$ cat src/rtl/pc_sequencer.sv
`default_nettype none
// ============================================================================
// pc_sequencer : multi-cycle fetch/decode/execute/mem/writeback PC sequencer
// Revision 1.0
// ============================================================================
module pc_sequencer #(
   parameter int TIMEOUT_CYCLES = 255
) (
   input  logic        clk,
   input  logic        rst,
   input  logic [31:0] addr,
   input  logic        pc_update,
   input  logic [31:0] instr,
   input  logic        imem_valid,
   input  logic [31:0] rs1_data,
   input  logic [31:0] imm,
   input  logic        cmp_true,
   input  logic        dmem_ready,
   output logic        imem_req,
   output logic        dmem_req,
   output logic [31:0] ir,
   output logic        PCwrite,
   output logic [31:0] new_count,
   output logic        halted,
   output logic [1:0]  err_code
);

   typedef enum logic [2:0] {
      FETCH  = 3'd0,
      DECODE = 3'd1,
      EXEC   = 3'd2,
      MEM    = 3'd3,
      WB     = 3'd4,
      PCWAIT = 3'd5,
      HALT   = 3'd6
   } state_t;

   localparam logic [6:0]  OP_LOAD   = 7'b0000011;
   localparam logic [6:0]  OP_STORE  = 7'b0100011;
   localparam logic [6:0]  OP_SYSTEM = 7'b1110011;
   localparam logic [6:0]  OP_JAL    = 7'b1101111;
   localparam logic [6:0]  OP_JALR   = 7'b1100111;
   localparam logic [6:0]  OP_BRANCH = 7'b1100011;
   localparam logic [7:0]  TO_LAST   = 8'(TIMEOUT_CYCLES - 1);

   state_t      state;
   logic [7:0]  tcount;
   logic [31:0] seq_pc;
   logic [31:0] rel_pc;
   logic [31:0] jalr_sum;
   logic [31:0] next_pc;

   always_comb begin
      seq_pc   = addr + 32'd4;
      rel_pc   = addr + imm;
      jalr_sum = rs1_data + imm;
      next_pc  = seq_pc;
      case (ir[6:0])
         OP_JAL:    next_pc = rel_pc;
         OP_JALR:   next_pc = jalr_sum & ~32'd1;
         OP_BRANCH: next_pc = cmp_true ? rel_pc : seq_pc;
         default:   next_pc = seq_pc;
      endcase
   end

   always_ff @(posedge clk) begin
      if (rst) begin
         state     <= FETCH;
         ir        <= 32'd0;
         new_count <= 32'h0100_0000;
         PCwrite   <= 1'b0;
         imem_req  <= 1'b0;
         dmem_req  <= 1'b0;
         halted    <= 1'b0;
         err_code  <= 2'b00;
         tcount    <= 8'd0;
      end else begin
         PCwrite <= 1'b0;
         case (state)
            FETCH: begin
               // The request is raised one edge after reset; only then is a fetch in flight.
               if (!imem_req) begin
                  imem_req <= 1'b1;
               end else if (imem_valid) begin
                  ir       <= instr;
                  imem_req <= 1'b0;
                  state    <= DECODE;
               end else if (tcount == TO_LAST) begin
                  imem_req <= 1'b0;
                  halted   <= 1'b1;
                  err_code <= 2'b10;
                  state    <= HALT;
               end else begin
                  tcount <= tcount + 8'd1;
               end
            end
            DECODE: state <= EXEC;
            EXEC: begin
               new_count <= next_pc;
               case (ir[6:0])
                  OP_LOAD, OP_STORE: begin
                     dmem_req <= 1'b1;
                     tcount   <= 8'd0;
                     state    <= MEM;
                  end
                  OP_SYSTEM: begin
                     halted   <= 1'b1;
                     err_code <= 2'b11;
                     state    <= HALT;
                  end
                  default: state <= WB;
               endcase
            end
            MEM: begin
               if (dmem_ready) begin
                  dmem_req <= 1'b0;
                  state    <= WB;
               end else if (tcount == TO_LAST) begin
                  dmem_req <= 1'b0;
                  halted   <= 1'b1;
                  err_code <= 2'b10;
                  state    <= HALT;
               end else begin
                  tcount <= tcount + 8'd1;
               end
            end
            WB: begin
               if (new_count[1:0] != 2'b00) begin
                  halted   <= 1'b1;
                  err_code <= 2'b01;
                  state    <= HALT;
               end else begin
                  PCwrite <= 1'b1;
                  state   <= PCWAIT;
               end
            end
            PCWAIT: begin
               if (pc_update) begin
                  imem_req <= 1'b1;
                  tcount   <= 8'd0;
                  state    <= FETCH;
               end
            end
            HALT: state <= HALT;
            default: state <= HALT;
         endcase
      end
   end

endmodule
`default_nettype wire
$ cat config.mk
export PLATFORM = sky130hd
export DESIGN_NAME = pc_sequencer
export DESIGN_NICKNAME = d
export VERILOG_FILES = /design/src/rtl/pc_sequencer.sv
export SDC_FILE = /design/constraint.sdc
export NUM_CORES = 1
export LEC_CHECK = 0
export ABC_AREA = 1
export BUFFER_PORTS_ARGS = -buffer_cell sky130_fd_sc_hd__buf_2
export CAP_MARGIN = 15
export CORE_MARGIN = 2
export CORE_UTILIZATION = 56
export CTS_CLUSTER_DIAMETER = 50
export CTS_CLUSTER_SIZE = 30
export DETAILED_ROUTE_END_ITERATION = 6
export GPL_TIMING_DRIVEN = 0
export PLACE_DENSITY = 0.82
export RECOVER_POWER = 100
export SLEW_MARGIN = 5
export SYNTH_ARGS = -nofsm -noshare
export SYNTH_HDL_FRONTEND = slang
export SYNTH_SLANG_ARGS = --single-unit
$ cat constraint.sdc
create_clock -name clk -period 2.3 [get_ports clk]
set_input_delay 0.115 -clock clk [delete_from_list [all_inputs] [get_ports clk]]
set_output_delay 0.115 -clock clk [all_outputs]
set_load 0.01 [all_outputs]
Word level (Yosys, flattened, before mapping)
Cells that the tools add are included. W data, S select, Z words.

Register bits: 81. Input bits: 134. Output and inout bits: 70.

Add/sub/neg operators: 4. Equality and inequality tests: 20. Muxes and demuxes: 41. Bitwise logic cells: 1. Reductions and logical operators: 14.

Operator list (number): $pmux W32 S3 (1); $add A32 B32 Y32 (2); $mux W8 (6); $add A32 B3 Y32 const B (1); $mux W32 (1); $pmux W8 S4 (1); $eq A7 B7 Y1 const B (4); $pmux W3 S6 (1); $mux W3 (5); $mux W1 (14); $mux W2 (7); $ne A2 B2 Y1 const B (7); $reduce_and A6 Y1 (2); $add A8 B1 Y8 const B (1); $eq A8 B8 Y1 const B (1); $pmux W2 S4 (1); $reduce_bool A4 Y1 (2); $eq A7 B2 Y1 const B (1); $eq A7 B6 Y1 const B (1); $eq A3 B2 Y1 const B (2); $eq A3 B3 Y1 const B (2); $pmux W3 S2 (1); $reduce_and A3 Y1 (2); $reduce_bool A2 Y1 (3); other kinds (8) (11).

Depth between registers and ports, before layout
Depth after elaboration: 5. Depth in mapped cells: 17. Gate-level depth less buffers: 17.

Least setup slack after synthesis
No wires, ideal clock.

Path kind: input -> register. Start point: input port addr[0]. End point: register new_count[22]. Setup time: 0.109 ns. Arrival: 1.596 ns. Data required time: 2.191 ns. Setup slack: 0.595 ns. Stages on the path: 17. Path through: ha_1 > inv_1 > fa_1 > inv_1 > nand3_1 > nand2_1 > nand2_1 > nand2_1 > nand3_1 > nand2_1 > nand2_1 > nand2_1 > nand2_1 > nand3_1 > nand3_1 > nand2_1 > inv_1.

Cells in the longest elaborated chain, start to end: 3. Elaborated cells on any way between the ends: 4. Classes of those cells: add/sub (2); mux (2).

RTL lines: start: declaration (RTL line 11) `input logic [31:0] addr,`; $add A32 B3 Y32 or $add A32 B32 Y32 (tied branches) (RTL line 54, 55); $mux W32 (RTL line 61) `OP_BRANCH: next_pc = cmp_true ? rel_pc : seq_pc;`; $pmux W32 S3 * (RTL line 58) `case (ir[6:0])`; end signal: assignment (RTL line 99) `new_count <= next_pc;`; end: declaration (RTL line 23) `output logic [31:0] new_count,`.

Mark *: on every way between the ends. The rest lies on a longest branch, timed or not. A chain may end at the register's enable or synchronous reset.

Worst setup path after layout
Start point: register ir[0]. End point: register new_count[12].

Cells in the longest elaborated chain, start to end: 2. Elaborated cells on any way between the ends: 4. Classes of those cells: eq/ne (3); mux (1).

RTL lines: start: declaration (RTL line 21) `output logic [31:0] ir,`; start signal: assignment (RTL line 85) `ir <= instr;`; $eq A7 B7 Y1 (RTL line 58); $pmux W32 S3 * (RTL line 58).

Marked as above.

==> results.md <==
- Status: complete, no violations
- Hold Path Origin: instr[23]
- PnR Total Power: 6.149 mW
- Hold Violations, Final: 0
- Post-Route Utilization: 66.32%
- Most frequent cells in the layout: 461 x nand2_1, 273 x inv_1, 170 x nor2_1
- FF-to-FF Start: ir[0]
- Core area: 0.01583 sq mm
- RSZ-0062 raised after global routing: no
- Power per cell area: 585.8 mW/mm^2
- GPL Wtd Cong: 0.9823
- Cell Chain, Critical Path: nand2_1 > nor2_1 > nand3_4 > nand3_2 > nand2_4 > buf_2 > a21oi_1 > o221ai_1 > nand2_1 > inv_1
- DR vias: 11192
- H-tree depth: 3
- Syn-to-layout area delta: 16.56%
- Worst EP required: 2.54 ns
- Design area: 0.01050 sq mm
- Final number of max-transition violations: 0
- Crit path largest cell delay: 0.37 ns
- Tot GR Track Use: 37.10%
- Most common cell after layout, fill and taps aside: nand2_1
- Largest family of logic cells by synthesized area: simple AND/OR/NAND/NOR gates
- Peak VDD IR: 0.0004871 V
- First-iteration detailed-routing DRC count: 1100
- Crit start category: flip-flop
- Syn_nets: 1805
- Avg Inst Size Synth: 5.611 sq um
- Final Skew: 0.01230 ns
- Hold Path End: ir[23]
- Synth top area cells: nand2_1 19%, dfxtp_1 18%, inv_1 11%
- Worst slew margin: 49.10%
- CP max FO: 10
- EDFF count, synth: 0
- Synth Flop Type: dfxtp_1
- Sequential fraction of the synthesis area: 18.01%
- Die width: 130.8 microns
- Setup_tns: 0 ns
- Final min period: 2.216 ns
- Clk_lat worst skew: 0.35 ns
- Sw frac: 43.56%
- Max-cap violations: 0
- Die ar.: 0.01711 sq mm
- Placed cell area: 0.01029 sq mm
- Period utilization: 96.34%
- Yosys top cell by area: nand2_1
- HPWL after DPL: 27570 microns
- Synth Area in Compound Gates: 16.02%
- Worst-case clock buffer depth: 2
- Final setup fails: 0
- Tightest Hold Check Type: primary input to flip-flop
- Vias in the first global route: 9464
- Net Switching: 2.678 mW
- Async SR Flop Fraction: 0%
- Worst path slowest cell: dfxtp_1
- DRC errors left: 0
- Boundary pin count: 204
- Routed WL per cell: 16.14 microns
- Kind of critical path: flip-flop to flip-flop
- Worst Setup End Kind: flip-flop
- Post-layout net count: 2018
- Rows: 46
- Die height: 130.8 microns
- Via density per instance: 5.486
- XOR/XNOR Fraction of Synth Area: 1.556%
- Cts bufs inserted: 9
- Clk slew on worst S/H paths: 0.07 ns
- Worst path most repeated cell: nand2_1
- Flop2flop setup slack: 0.08 ns
- Internal: 3.471 mW
- Yosys warning count: 0
- TritonCTS clock tree: done
- IO buf count: 202
- Adder-Cell Fraction of Synth Area: 9.336%
- Mux cell area share after synthesis: 0%
- Starting density of the core: 56.90%
- Yosys top cell area share: 19.13%
- Combinational power share: 44.8%
- FMAX: 451.3 MHz
- Initial antenna violation count: 0
- Share of cells above drive strength 1: 10.70%
- Post-Syn Instances: 1605
- Simple-gate share of the synthesized area: 42.21%
- Unique masters post-synth: 46
- Clock Sinks: 81
- Power share of the clock group: 24.2%
- P_leak: 5.489 nW
- Largest net degree at the start of global routing: 16
- Worst R2R End: new_count[12]
- Root buf cell: clkbuf_16
- Synthesized area: 0.009006 sq mm
- Flop pwr share: 31.0%
- Drt total wl: 32930 microns
- First drt pass iteration count: 6
- Grt ovf: 0
- Tightest Pin Transition: 0.7636 ns
- Reg2reg path depth: 10
- Number of routed nets with antenna violations: 0
- First-pass GRT wire length: 48670 microns
- WHS Path Cells: 3
- CP Data Arrival Time: 2.46 ns
- Yosys reg bits: 81
-- cell families (layout without fill, tap and decap cells) --
group                      after synthesis  in the layout
DFF                                     81             81
adders and majority gates               66             66
buffers and inverters                  303            521
AOI/OAI and AO/OA                      265            265
and+or+nand+nor                        874            874
other                                    0              1
xor gates and xnor gates                16             16
-- worst max-delay path: cells and delay by family, from the launching register on --
kind	cells	cell delay, ns
compound gates	2	0.51
buf+inv	2	0.28
flops	1	0.37
simple gates	6	0.95
-- stage by stage --
step	setup WS, ns	hold WS, ns	cells
3_3_place_gp	-0.1894	0.3927	2023
5_1_grt	0.03002	0.06309	2039
6_report	0.08417	0.04683	2040
4_1_cts	0.05839	0.04567	2039
3_5_place_dp	-0.1479	0.4003	2023
2_1_floorplan	0.5950	0.3083	1605
-- synthesized netlist by cell type, drive strengths merged (4+ instances only) --
library cell / instances
buf: 12
or2: 17
o21bai: 14
a21oi: 120
nor4: 5
nand2: 462
o21ai: 104
nand3: 136
o221ai: 4
xor2: 13
nor2: 180
dfxtp: 81
a31oi: 6
ha: 64
nand4: 19
nor3: 32
nand3b: 19
inv: 275
o211ai: 10
clkbuf: 16
-- power by group through the flow --
stage	sequential (mW)	combinational (mW)	clock (mW)
2_1_floorplan	2.03	1.72	0
3_3_place_gp	1.90	2.71	0
3_5_place_dp	1.92	2.77	0
4_1_cts	1.89	2.79	1.49
5_1_grt	1.94	3.08	1.56
6_report	1.90	2.76	1.49
-- area by class of cell --
| class | count | area (sq um) |
|---|---|---|
| repair buffers | 202 | 919.6 |
| inverters | 275 | 1032 |
| well taps | 216 | 270.3 |
| clock buffers | 9 | 225.2 |
| fillers | 1582 | 5330 |
| diodes | 1 | 2.502 |
| multi-input cells | 1221 | 6218 |
| clock inverters | 7 | 78.83 |
| plain buffers | 28 | 128.9 |
| flip-flops and latches | 81 | 1622 |
-- flip-flops by register name, summed over array words and instances, names as in the netlist --
signal and count:
new_count 32, imem_req 1, halted 1, err_code 2, PCwrite 1, tcount 8, ir 32, dmem_req 1
state 3
-- how the worst max path moves through the flow --
stage	from	slack, ns	depth (start not counted)	endpoint
after floorplan	addr[0]	0.59	17	new_count[22]
after detailed placement	imm[12]	-0.15	13	new_count[17]
after CTS	ir[6]	0.06	10	new_count[12]
after global routing	ir[0]	0.03	10	new_count[12]
after global placement	imm[12]	-0.19	13	new_count[17]
final	ir[0]	0.08	10	new_count[12]
-- layer usage --
layer  wire length, microns  vias to the layer above  GRT usage, %
met5                      0                        -             0
met4                   1283                        0         14.52
met3                   2931                       77         7.329
met2                  14310                      564         59.16
met1                  14400                     4941         49.44
li1                       -                     5610             -
-- repair_timing --
| action | CTS | global route |
|---|---|---|
| gates resized for setup | 0 | 4 |
| buffers inserted | 0 | 0 |
| setup endpoints to repair | 0 | 5 |
| hold buffers | 0 | 0 |
Note: power is estimated with default switching activity, not from simulation.
